==> config.mk <==
export PLATFORM = sky130hd
export DESIGN_NAME = simon_game_ctrl_flat
export DESIGN_NICKNAME = d
export VERILOG_FILES = /design/src/rtl/simon_game_ctrl_if.sv /design/src/rtl/simon_game_ctrl.sv /design/src/flat_wrapper.sv
export SDC_FILE = /design/constraint.sdc
export NUM_CORES = 1
export LEC_CHECK = 0
export ABC_AREA = 1
export CORE_MARGIN = 2
export CORE_UTILIZATION = 54
export DETAILED_ROUTE_END_ITERATION = 10
export GPL_ROUTABILITY_DRIVEN = 0
export PLACE_DENSITY_LB_ADDON = 0.2
export SKIP_CTS_REPAIR_TIMING = 1
export SYNTH_ARGS = -nofsm -noshare
export SYNTH_HDL_FRONTEND = slang
export SYNTH_SLANG_ARGS = --single-unit
==> constraint.sdc <==
create_clock -name clk -period 3.43 [get_ports clk]
set_clock_uncertainty 0.2 [all_clocks]
set_input_delay 1.029 -clock clk [delete_from_list [all_inputs] [get_ports clk]]
set_output_delay 1.029 -clock clk [all_outputs]
set_load 0.005 [all_outputs]
==> src/rtl/simon_game_ctrl_if.sv <==
// Board/datapath handshake bundle for the Simon game sequencer.
// The controller uses the master modport. The datapath/board side uses the slave modport.
interface simon_game_ctrl_if;
  logic       start_btn;
  logic       submit;
  logic       pulse;
  logic       result;
  logic       empty;
  logic       start;
  logic       rst_seedgen;
  logic       clr_segments;
  logic       load_colour;
  logic       load_speed;
  logic [2:0] speed;
  logic       flash_colour;
  logic       player_turn;
  logic [4:0] check_round;
  logic [5:0] current_round;
  logic       game_over;
  logic       win;

  modport master (
    input  start_btn, submit, pulse, result, empty,
    output start, rst_seedgen, clr_segments, load_colour, load_speed, speed,
           flash_colour, player_turn, check_round, current_round, game_over, win
  );

  modport slave (
    output start_btn, submit, pulse, result, empty,
    input  start, rst_seedgen, clr_segments, load_colour, load_speed, speed,
           flash_colour, player_turn, check_round, current_round, game_over, win
  );
endinterface

==> src/rtl/simon_game_ctrl.sv <==
// Simon Says game sequencer. It plays back the stored colour sequence oldest-first,
// then checks the player's entries one submit at a time.
module simon_game_ctrl #(
  parameter int unsigned MAX_ROUNDS       = 32,
  parameter int unsigned ROUNDS_PER_SPEED = 4
) (
  input logic               clk,
  input logic               reset,
  simon_game_ctrl_if.master gif
);

  localparam int unsigned ROUND_W = 6;
  localparam int unsigned IDX_W   = 5;
  localparam int unsigned SPEED_W = 3;

  localparam logic [ROUND_W-1:0] MAX_ROUND_VAL = ROUND_W'(MAX_ROUNDS);
  localparam logic [ROUND_W-1:0] RPS_VAL       = ROUND_W'(ROUNDS_PER_SPEED);
  localparam logic [ROUND_W-1:0] SPEED_SAT     = ROUND_W'(4);

  typedef enum logic [3:0] {
    S_IDLE, S_SEED, S_ADD, S_SPEED, S_SHOW_ON, S_SHOW_OFF,
    S_PLAYER, S_CHECK, S_LOSE, S_WIN
  } state_e;

  state_e             state_q, state_d;
  logic [ROUND_W-1:0] current_round_q, current_round_d;
  logic [IDX_W-1:0]   check_round_q, check_round_d;
  logic [SPEED_W-1:0] speed_q, speed_d;
  logic [ROUND_W-1:0] round_inc, spd_raw;

  logic start_q, start_d;
  logic rst_seedgen_q, rst_seedgen_d;
  logic clr_segments_q, clr_segments_d;
  logic load_colour_q, load_colour_d;
  logic load_speed_q, load_speed_d;
  logic flash_q, flash_d;
  logic turn_q, turn_d;
  logic game_over_q, game_over_d;
  logic win_q, win_d;

  // Next-state and datapath update. The outputs are decoded from the next state,
  // so each registered output is in step with the state it belongs to.
  always_comb begin
    state_d         = state_q;
    current_round_d = current_round_q;
    check_round_d   = check_round_q;
    speed_d         = speed_q;
    round_inc       = current_round_q + ROUND_W'(1);
    spd_raw         = round_inc / RPS_VAL;

    unique case (state_q)
      S_IDLE: if (gif.start_btn) state_d = S_SEED;
      S_SEED: begin
        current_round_d = '0;
        state_d         = S_ADD;
      end
      S_ADD: begin
        current_round_d = round_inc;
        speed_d         = (spd_raw > SPEED_SAT) ? SPEED_W'(4) : SPEED_W'(spd_raw);
        state_d         = S_SPEED;
      end
      S_SPEED: begin
        check_round_d = IDX_W'(current_round_q - ROUND_W'(1));
        state_d       = S_SHOW_ON;
      end
      S_SHOW_ON: if (gif.pulse) state_d = S_SHOW_OFF;
      S_SHOW_OFF: begin
        if (gif.pulse) begin
          if (check_round_q == '0) begin
            check_round_d = IDX_W'(current_round_q - ROUND_W'(1));
            state_d       = S_PLAYER;
          end else begin
            check_round_d = check_round_q - IDX_W'(1);
            state_d       = S_SHOW_ON;
          end
        end
      end
      S_PLAYER: if (gif.submit) state_d = S_CHECK;
      S_CHECK: begin
        if (gif.empty || !gif.result) begin
          state_d = S_LOSE;
        end else if (check_round_q != '0) begin
          check_round_d = check_round_q - IDX_W'(1);
          state_d       = S_PLAYER;
        end else if (current_round_q == MAX_ROUND_VAL) begin
          state_d = S_WIN;
        end else begin
          state_d = S_ADD;
        end
      end
      S_LOSE, S_WIN: if (gif.start_btn) state_d = S_SEED;
      default: state_d = S_IDLE;
    endcase

    start_d        = (state_d == S_SEED);
    rst_seedgen_d  = (state_d == S_SEED);
    clr_segments_d = (state_d == S_SEED);
    load_colour_d  = (state_d == S_ADD);
    load_speed_d   = (state_d == S_SPEED);
    flash_d        = (state_d == S_SHOW_ON);
    turn_d         = (state_d == S_PLAYER);
    game_over_d    = (state_d == S_LOSE) || (state_d == S_WIN);
    win_d          = (state_d == S_WIN);
  end

  // State and output registers.
  always_ff @(posedge clk) begin
    if (reset) begin
      state_q         <= S_IDLE;
      current_round_q <= '0;
      check_round_q   <= '0;
      speed_q         <= '0;
      start_q         <= 1'b0;
      rst_seedgen_q   <= 1'b0;
      clr_segments_q  <= 1'b0;
      load_colour_q   <= 1'b0;
      load_speed_q    <= 1'b0;
      flash_q         <= 1'b0;
      turn_q          <= 1'b0;
      game_over_q     <= 1'b0;
      win_q           <= 1'b0;
    end else begin
      state_q         <= state_d;
      current_round_q <= current_round_d;
      check_round_q   <= check_round_d;
      speed_q         <= speed_d;
      start_q         <= start_d;
      rst_seedgen_q   <= rst_seedgen_d;
      clr_segments_q  <= clr_segments_d;
      load_colour_q   <= load_colour_d;
      load_speed_q    <= load_speed_d;
      flash_q         <= flash_d;
      turn_q          <= turn_d;
      game_over_q     <= game_over_d;
      win_q           <= win_d;
    end
  end

  assign gif.start         = start_q;
  assign gif.rst_seedgen   = rst_seedgen_q;
  assign gif.clr_segments  = clr_segments_q;
  assign gif.load_colour   = load_colour_q;
  assign gif.load_speed    = load_speed_q;
  assign gif.speed         = speed_q;
  assign gif.flash_colour  = flash_q;
  assign gif.player_turn   = turn_q;
  assign gif.check_round   = check_round_q;
  assign gif.current_round = current_round_q;
  assign gif.game_over     = game_over_q;
  assign gif.win           = win_q;

endmodule

==> src/flat_wrapper.sv <==
// flat-port wrapper written by rule: the top's interface ports become plain ports
module simon_game_ctrl_flat 
#(
  parameter int unsigned MAX_ROUNDS       = 32,
  parameter int unsigned ROUNDS_PER_SPEED = 4
)
  (clk, reset, gif_start_btn, gif_submit, gif_pulse, gif_result, gif_empty, gif_start, gif_rst_seedgen, gif_clr_segments, gif_load_colour, gif_load_speed, gif_speed, gif_flash_colour, gif_player_turn, gif_check_round, gif_current_round, gif_game_over, gif_win);
  simon_game_ctrl_if gif_i ();
  input logic clk;
  input logic reset;
  input wire logic [$bits(gif_i.start_btn)-1:0] gif_start_btn;
  input wire logic [$bits(gif_i.submit)-1:0] gif_submit;
  input wire logic [$bits(gif_i.pulse)-1:0] gif_pulse;
  input wire logic [$bits(gif_i.result)-1:0] gif_result;
  input wire logic [$bits(gif_i.empty)-1:0] gif_empty;
  output wire logic [$bits(gif_i.start)-1:0] gif_start;
  output wire logic [$bits(gif_i.rst_seedgen)-1:0] gif_rst_seedgen;
  output wire logic [$bits(gif_i.clr_segments)-1:0] gif_clr_segments;
  output wire logic [$bits(gif_i.load_colour)-1:0] gif_load_colour;
  output wire logic [$bits(gif_i.load_speed)-1:0] gif_load_speed;
  output wire logic [$bits(gif_i.speed)-1:0] gif_speed;
  output wire logic [$bits(gif_i.flash_colour)-1:0] gif_flash_colour;
  output wire logic [$bits(gif_i.player_turn)-1:0] gif_player_turn;
  output wire logic [$bits(gif_i.check_round)-1:0] gif_check_round;
  output wire logic [$bits(gif_i.current_round)-1:0] gif_current_round;
  output wire logic [$bits(gif_i.game_over)-1:0] gif_game_over;
  output wire logic [$bits(gif_i.win)-1:0] gif_win;
  assign gif_i.start_btn = gif_start_btn;
  assign gif_i.submit = gif_submit;
  assign gif_i.pulse = gif_pulse;
  assign gif_i.result = gif_result;
  assign gif_i.empty = gif_empty;
  assign gif_start = gif_i.start;
  assign gif_rst_seedgen = gif_i.rst_seedgen;
  assign gif_clr_segments = gif_i.clr_segments;
  assign gif_load_colour = gif_i.load_colour;
  assign gif_load_speed = gif_i.load_speed;
  assign gif_speed = gif_i.speed;
  assign gif_flash_colour = gif_i.flash_colour;
  assign gif_player_turn = gif_i.player_turn;
  assign gif_check_round = gif_i.check_round;
  assign gif_current_round = gif_i.current_round;
  assign gif_game_over = gif_i.game_over;
  assign gif_win = gif_i.win;
  simon_game_ctrl #(.MAX_ROUNDS(MAX_ROUNDS), .ROUNDS_PER_SPEED(ROUNDS_PER_SPEED)) u_core (.clk(clk), .reset(reset), .gif(gif_i));
endmodule
==> results of run 1 <==
[report_power, final]
part / switching [mW] / internal (mW) / total, mW
combinational: 0.221 / 0.169 / 0.390
clock: 0.0931 / 0.0446 / 0.138
sequential: 0.0428 / 0.324 / 0.367
[per-stage QoR]
stage / total power, mW / area [sq um] / utilization (%)
2_1_floorplan: 0.6410 / 1459 / -
3_3_place_gp: 0.7569 / 1767 / 70.04
3_5_place_dp: 0.7640 / 1767 / 70.04
4_1_cts: 0.9012 / 1797 / 71.23
5_1_grt: 0.9642 / 1797 / 71.23
6_report: 0.8947 / 1797 / 71.23
[layer usage]
layer / vias to the layer above / global-route usage [%] / routed length, um
met5: - / 0 / 0
met4: 0 / 6.122 / 48
met3: 5 / 3.023 / 103
met2: 22 / 34.79 / 1470
met1: 636 / 28.18 / 1537
li1: 765 / - / -
[layout make-up]
| class | instances | area [sq um] |
|---|---|---|
| inverters | 31 | 116.4 |
| clock buffers | 3 | 22.52 |
| well taps | 30 | 37.54 |
| fillers | 240 | 725.7 |
| multi-input cells | 165 | 814.5 |
| clock inverters | 1 | 7.507 |
| repair buffers | 30 | 297.8 |
| flip-flops and latches | 25 | 500.5 |
[layout by cell type, fill, tap and decap left out, drive strengths merged]
cell type	netlist	layout
ha	5	5
nand4	3	3
clkinvlp	0	1
a31oi	1	1
xnor2	2	2
dfxtp	25	25
buf	3	1
nand3b	2	2
nor3	3	3
nand3	16	16
o21ai	11	11
inv	31	31
o21a	1	1
and2	1	1
a21o	1	1
clkdlybuf4s50	0	29
nand2	51	51
a21oi	10	10
clkbuf	2	3
nor2	52	52
xor2	6	6
[path summary, 6_finish.rpt]
kind                                            start                          endpoint  depth (start not counted)
min                  u_core.gif.speed[1]$_SDFFE_PP0P_  u_core.gif.speed[1]$_SDFFE_PP0P_                          2
max          u_core.gif.current_round[2]$_SDFFE_PP0P_              gif_current_round[2]                          1
min reg2reg          u_core.gif.speed[1]$_SDFFE_PP0P_  u_core.gif.speed[1]$_SDFFE_PP0P_                          2
max reg2reg  u_core.gif.current_round[0]$_SDFFE_PP0P_   u_core.gif.game_over$_SDFF_PP0_                          7
[worst min-delay path, cell delays in order (launching register included)]
cell	delay [ps]
sky130_fd_sc_hd__dfxtp_1	330
sky130_fd_sc_hd__nand2_1	60
sky130_fd_sc_hd__a21oi_1	60
[flip-flops by register name (all words and copies together), names as in the netlist]
| register | count |
|---|---|
| u_core.gif.player_turn | 1 |
| u_core.gif.check_round | 5 |
| u_core.gif.game_over | 1 |
| u_core.gif.start | 1 |
| u_core.gif.load_colour | 1 |
| u_core.gif.speed | 3 |
| u_core.state_q | 4 |
| u_core.gif.flash_colour | 1 |
| u_core.gif.current_round | 6 |
| u_core.gif.load_speed | 1 |
| u_core.gif.win | 1 |
[cells by family (layout without fill, tap and decap cells)]
| group | count (synthesis) | after routing | share of synthesized area [%] |
|---|---|---|---|
| compound gates | 24 | 24 | 8.920 |
| xor+xnor | 8 | 8 | 4.803 |
| fa+ha+maj | 5 | 5 | 4.288 |
| buf+inv | 36 | 65 | 9.862 |
| flops | 25 | 25 | 34.31 |
| simple gates | 128 | 128 | 37.82 |
==> results.ini, run 1 <==
[critical_path]
worst_path_cell_chain=clkdlybuf4s50_1
max_stage_delay_ps=570
worst-setup-path-type=reg2out
worst_path_max_delay_cell=sky130_fd_sc_hd__clkdlybuf4s50_1
worst_setup_slack_for_register_to_register_paths_ps=1640
worstPathMaxFanout=10
cp_top_family=buffers and inverters
cp_data_arrival_time_ps=1450
worstPathRequired_ps=2200
worstSetupEndpointType=primary output
worst-path-buf-inv=1
worst_setup_path_start_kind=flip-flop

[logic_synthesis]
synth_flop_cell=sky130_fd_sc_hd__dfxtp_1
number_of_enable_flip_flop_cells_after_synthesis=0
cells_after_synthesis=226
syn_avg_cell_area_sq_um=6.455
synth_warnings=0
yosysMostFrequentCell=sky130_fd_sc_hd__nand2_1
synthDistinctLibCells=27
synth_area_leaders=sky130_fd_sc_hd__dfxtp_1, sky130_fd_sc_hd__nand2_1, sky130_fd_sc_hd__nor2_1, sky130_fd_sc_hd__inv_1, sky130_fd_sc_hd__nand3_1
synthTopCellsByCount=sky130_fd_sc_hd__nand2_1, sky130_fd_sc_hd__nor2_1, sky130_fd_sc_hd__dfxtp_1, sky130_fd_sc_hd__inv_1, sky130_fd_sc_hd__nand3_1
synth_fp_nets=238
post-synth-top-area-cell=sky130_fd_sc_hd__dfxtp_1
ys_seq_elements=25
synth-seq-area-share_pct=34.31
netlist.area_leader.share_pct=34.31
ys_async_rst_share_pct=0
synth_area_sq_mm=0.001459

[clock_tree]
htree_levels=1
root_buffer=sky130_fd_sc_hd__clkbuf_4
clkTransAtPathRegs_ps=140
insertion_delay_ps=320
numClockSinks=25
cts_tree=done
cts_inserted_buffers=3
ctsLongestPathBuffers=2

[floorplan]
initial_core_util_pct=57.84
io_pins=30
num_rows=18
dieArea_sq_mm=0.003133
coreArea_sq_mm=0.002522
die_h_um=55.98
die_w_um=55.98

[job]
cap_viol_max_count=0

[timing]
layout_worst_path_cycle_share_pct=78.15
period_minus_slack_ps=2681
max-slew-margin-rel_pct=76.51
tightest_slew_ps=351.3
final_critical_path_setup_slack_ps=749.3
setup_violations=0
timing.final.max_slew_violations=0
rsz_0062_raised_after_global_routing=false
setup-tns-final_ps=0
max_freq_ghz=0.3730
finalHoldViolations=0
holdWs_ps=273.2

[pwr]
power_per_cell_area_mw_per_mm2=497.9
maximum_resistive_drop_on_vdd_uv=351.6
total_leakage_power_nw=0.8174

[finish]
finish.net_count=268
n_diodes=0
syn2layout_area_growth_pct=23.16
fin_cells=285
layout_cells_sized_above_1_pct=7.451

[grt]
grt_pass1_wl_um=5333
grt_antenna_before_repair=0
grt_max_degree=16
first_global_vias=1243
grt-ovfl-total=0
grt_util_all_layers_pct=20.95

[drt]
ant_nets=0
routedWlPerCell_um=11.08
drc_markers=0
drt_iter0_markers=55
firstDrtPassIters=4
totalWireLength_um=3159
vias=1428
avgViaCountPerCell=5.011

[placement]
numPlacedInstances=281
dp_wirelength_um=2500
dpl_worst_slack_ps=865.8
placement.io_buffers=29

[min_path]
hold_path.class=reg2reg

[run_status]
outcome=finished clean

(Power assumes the default switching activity.)
==> inputs of run 2 (changes only) <==
CORE_UTILIZATION = 50   (was 54)
clock period = 2.55 ns   (was 3.43 ns; I/O delays follow)
==> run 2 against run 1 <==
  * Sequential share of layout area is essentially flat
  * Sequential cell count is the same
  * Sequential power grew 34%
  * Worst setup slack lost 650 ps
  * Clock-buffer cell count grew 1
==> results.ini, run 2 (synthesized netlist as in run 1, its figures left out) <==
[drt]
vias=1419  ; -0.63%
ant_nets=0  ; unchanged
firstDrtPassIters=4  ; unchanged
totalWireLength_um=3114  ; -1.4%
routedWlPerCell_um=10.89  ; -1.8%
drc_markers=0  ; unchanged
avgViaCountPerCell=4.962  ; -0.98%
drt_iter0_markers=57  ; +3.6%

[critical_path]
worstPathRequired_ps=1590  ; -610 ps
worst-setup-path-type=reg2out
worst-path-buf-inv=1  ; unchanged
worst_setup_path_start_kind=flip-flop
max_stage_delay_ps=580  ; about the same
cp_top_family=flip-flops
worst_path_max_delay_cell=sky130_fd_sc_hd__dfxtp_1
worstPathMaxFanout=10  ; unchanged
cp_data_arrival_time_ps=1480  ; +30 ps
worst_path_cell_chain=clkdlybuf4s50_1
worstSetupEndpointType=primary output

[grt]
grt_pass1_wl_um=5430  ; +1.8%
grtUsageMet2_pct=37.01  ; +2.2 points
first_global_vias=1306  ; +5.1%
grt-ovfl-total=0  ; unchanged
globalRoute.busiestLayer=met2
groute.layer.met1.usage_pct=25.31  ; -2.9 points
grt_util_all_layers_pct=20.91  ; -0.035 points
grt_max_degree=14  ; -2
grt_antenna_before_repair=0  ; unchanged
global_routing_met3_resource_utilization_pct=4.018  ; +0.99 points

[finish]
most-common-layout-cells=sky130_fd_sc_hd__nand2_1, sky130_fd_sc_hd__nor2_1, sky130_fd_sc_hd__clkdlybuf4s50_1
register_area_sq_um=500.5  ; unchanged
layout_cells_sized_above_1_pct=7.059  ; -0.39 points
n_diodes=0  ; unchanged
final_common_cell=sky130_fd_sc_hd__nand2_1
fin_cells=286  ; +0.35%
largest_reg_flops=6  ; unchanged
final_core_utilization_pct=65.06  ; -6.2 points
total_area_of_multi_input_combinational_cells_sq_um=814.5  ; unchanged
number_of_fillers_in_the_final_layout=278  ; +16%
finish.net_count=268  ; unchanged
final_area_sq_mm=0.001794  ; -0.14%
syn2layout_area_growth_pct=22.98

[placement]
dp_wirelength_um=2416  ; -3.4%
dpl_cell_area_sq_mm=0.001768  ; about the same
placement.io_buffers=29  ; unchanged
numPlacedInstances=282  ; +0.36%

[timing]
tightest_slew_ps=389.4  ; +38.08 ps
rsz_0062_raised_after_global_routing=false
max_freq_ghz=0.4086
setup_violations=0  ; unchanged
layout_worst_path_cycle_share_pct=95.97
holdWs_ps=274.7  ; +1.504 ps
timing.final.max_slew_violations=0  ; unchanged
period_minus_slack_ps=2447
max-slew-margin-rel_pct=74.01  ; -2.5 points
finalHoldViolations=0  ; unchanged
setup-tns-final_ps=0  ; unchanged

[run_status]
outcome=finished clean

[clock_tree]
ctsLongestPathBuffers=2  ; unchanged
numClockSinks=25  ; unchanged
htree_levels=1  ; unchanged
root_buffer=sky130_fd_sc_hd__clkbuf_4
cts_tree=done
insertion_delay_ps=320  ; about the same
cts_inserted_buffers=3  ; unchanged
clkTransAtPathRegs_ps=130  ; about the same

[pwr]
power_per_cell_area_mw_per_mm2=668.3  ; +34%
total_leakage_power_nw=0.8184  ; +0.13%
maximum_resistive_drop_on_vdd_uv=565.2  ; +61%

[floorplan]
num_rows=19  ; +1
io_pins=30  ; unchanged
dieArea_sq_mm=0.003366  ; +7.4%
initial_core_util_pct=52.90  ; -4.9 points
die_h_um=58.02  ; +3.6%
coreArea_sq_mm=0.002758  ; +9.3%
die_w_um=58.02  ; +3.6%

[min_path]
hold_path.class=reg2reg

[job]
cap_viol_max_count=0  ; unchanged

run 2: cell types whose count changed in the layout (fill, tap and decap cells not counted):
cell,delta
sky130_fd_sc_hd__clkbuf_1,+1
sky130_fd_sc_hd__clkinvlp_4,-1
run 2: report_power, final:
part / internal [mW] / switching, mW
Sequential: 0.436 / 0.0541
Combinational: 0.227 / 0.302
Clock: 0.0613 / 0.118
Total: 0.724 / 0.475
run 2: per-stage QoR:
step	power [mW]	worst slack, ps
after detailed placement	1.029	244.9
after CTS	1.208	96.64
final	1.199	102.9
after floorplan	0.8622	862.8
after global routing	1.300	49.00
after global placement	1.023	289.9
run 2: area by class of cell:
class                   instances  share of cell area, %
multi-input cells             165                  45.40
repair buffers                 30                  16.60
flip-flops and latches         25                  27.89
well taps                      31                  2.162
inverters                      31                  6.485
clock buffers                   4                  1.464
run 2: layer usage:
metal  routed length [um]  vias to the layer above  share of wire (%)
li1                     -                      761                  -
met1                 1502                      630                 48
met2                 1456                       23                 47
met3                  114                        5                3.7
met4                   40                        0                1.3
met5                    0                        -                  0
run 2: final timing paths:
check,startpoint,end,slack (ps),depth (start not counted)
worst max-delay path,u_core.gif.current_round[2]$_SDFFE_PP0P_,gif_current_round[2],100,1
worst min-delay path,u_core.gif.speed[1]$_SDFFE_PP0P_,u_core.gif.speed[1]$_SDFFE_PP0P_,270,2
worst max register to register,u_core.gif.check_round[0]$_SDFFE_PP0P_,u_core.gif.start$_SDFF_PP0_,760,8
worst min register to register,u_core.gif.speed[1]$_SDFFE_PP0P_,u_core.gif.speed[1]$_SDFFE_PP0P_,270,2
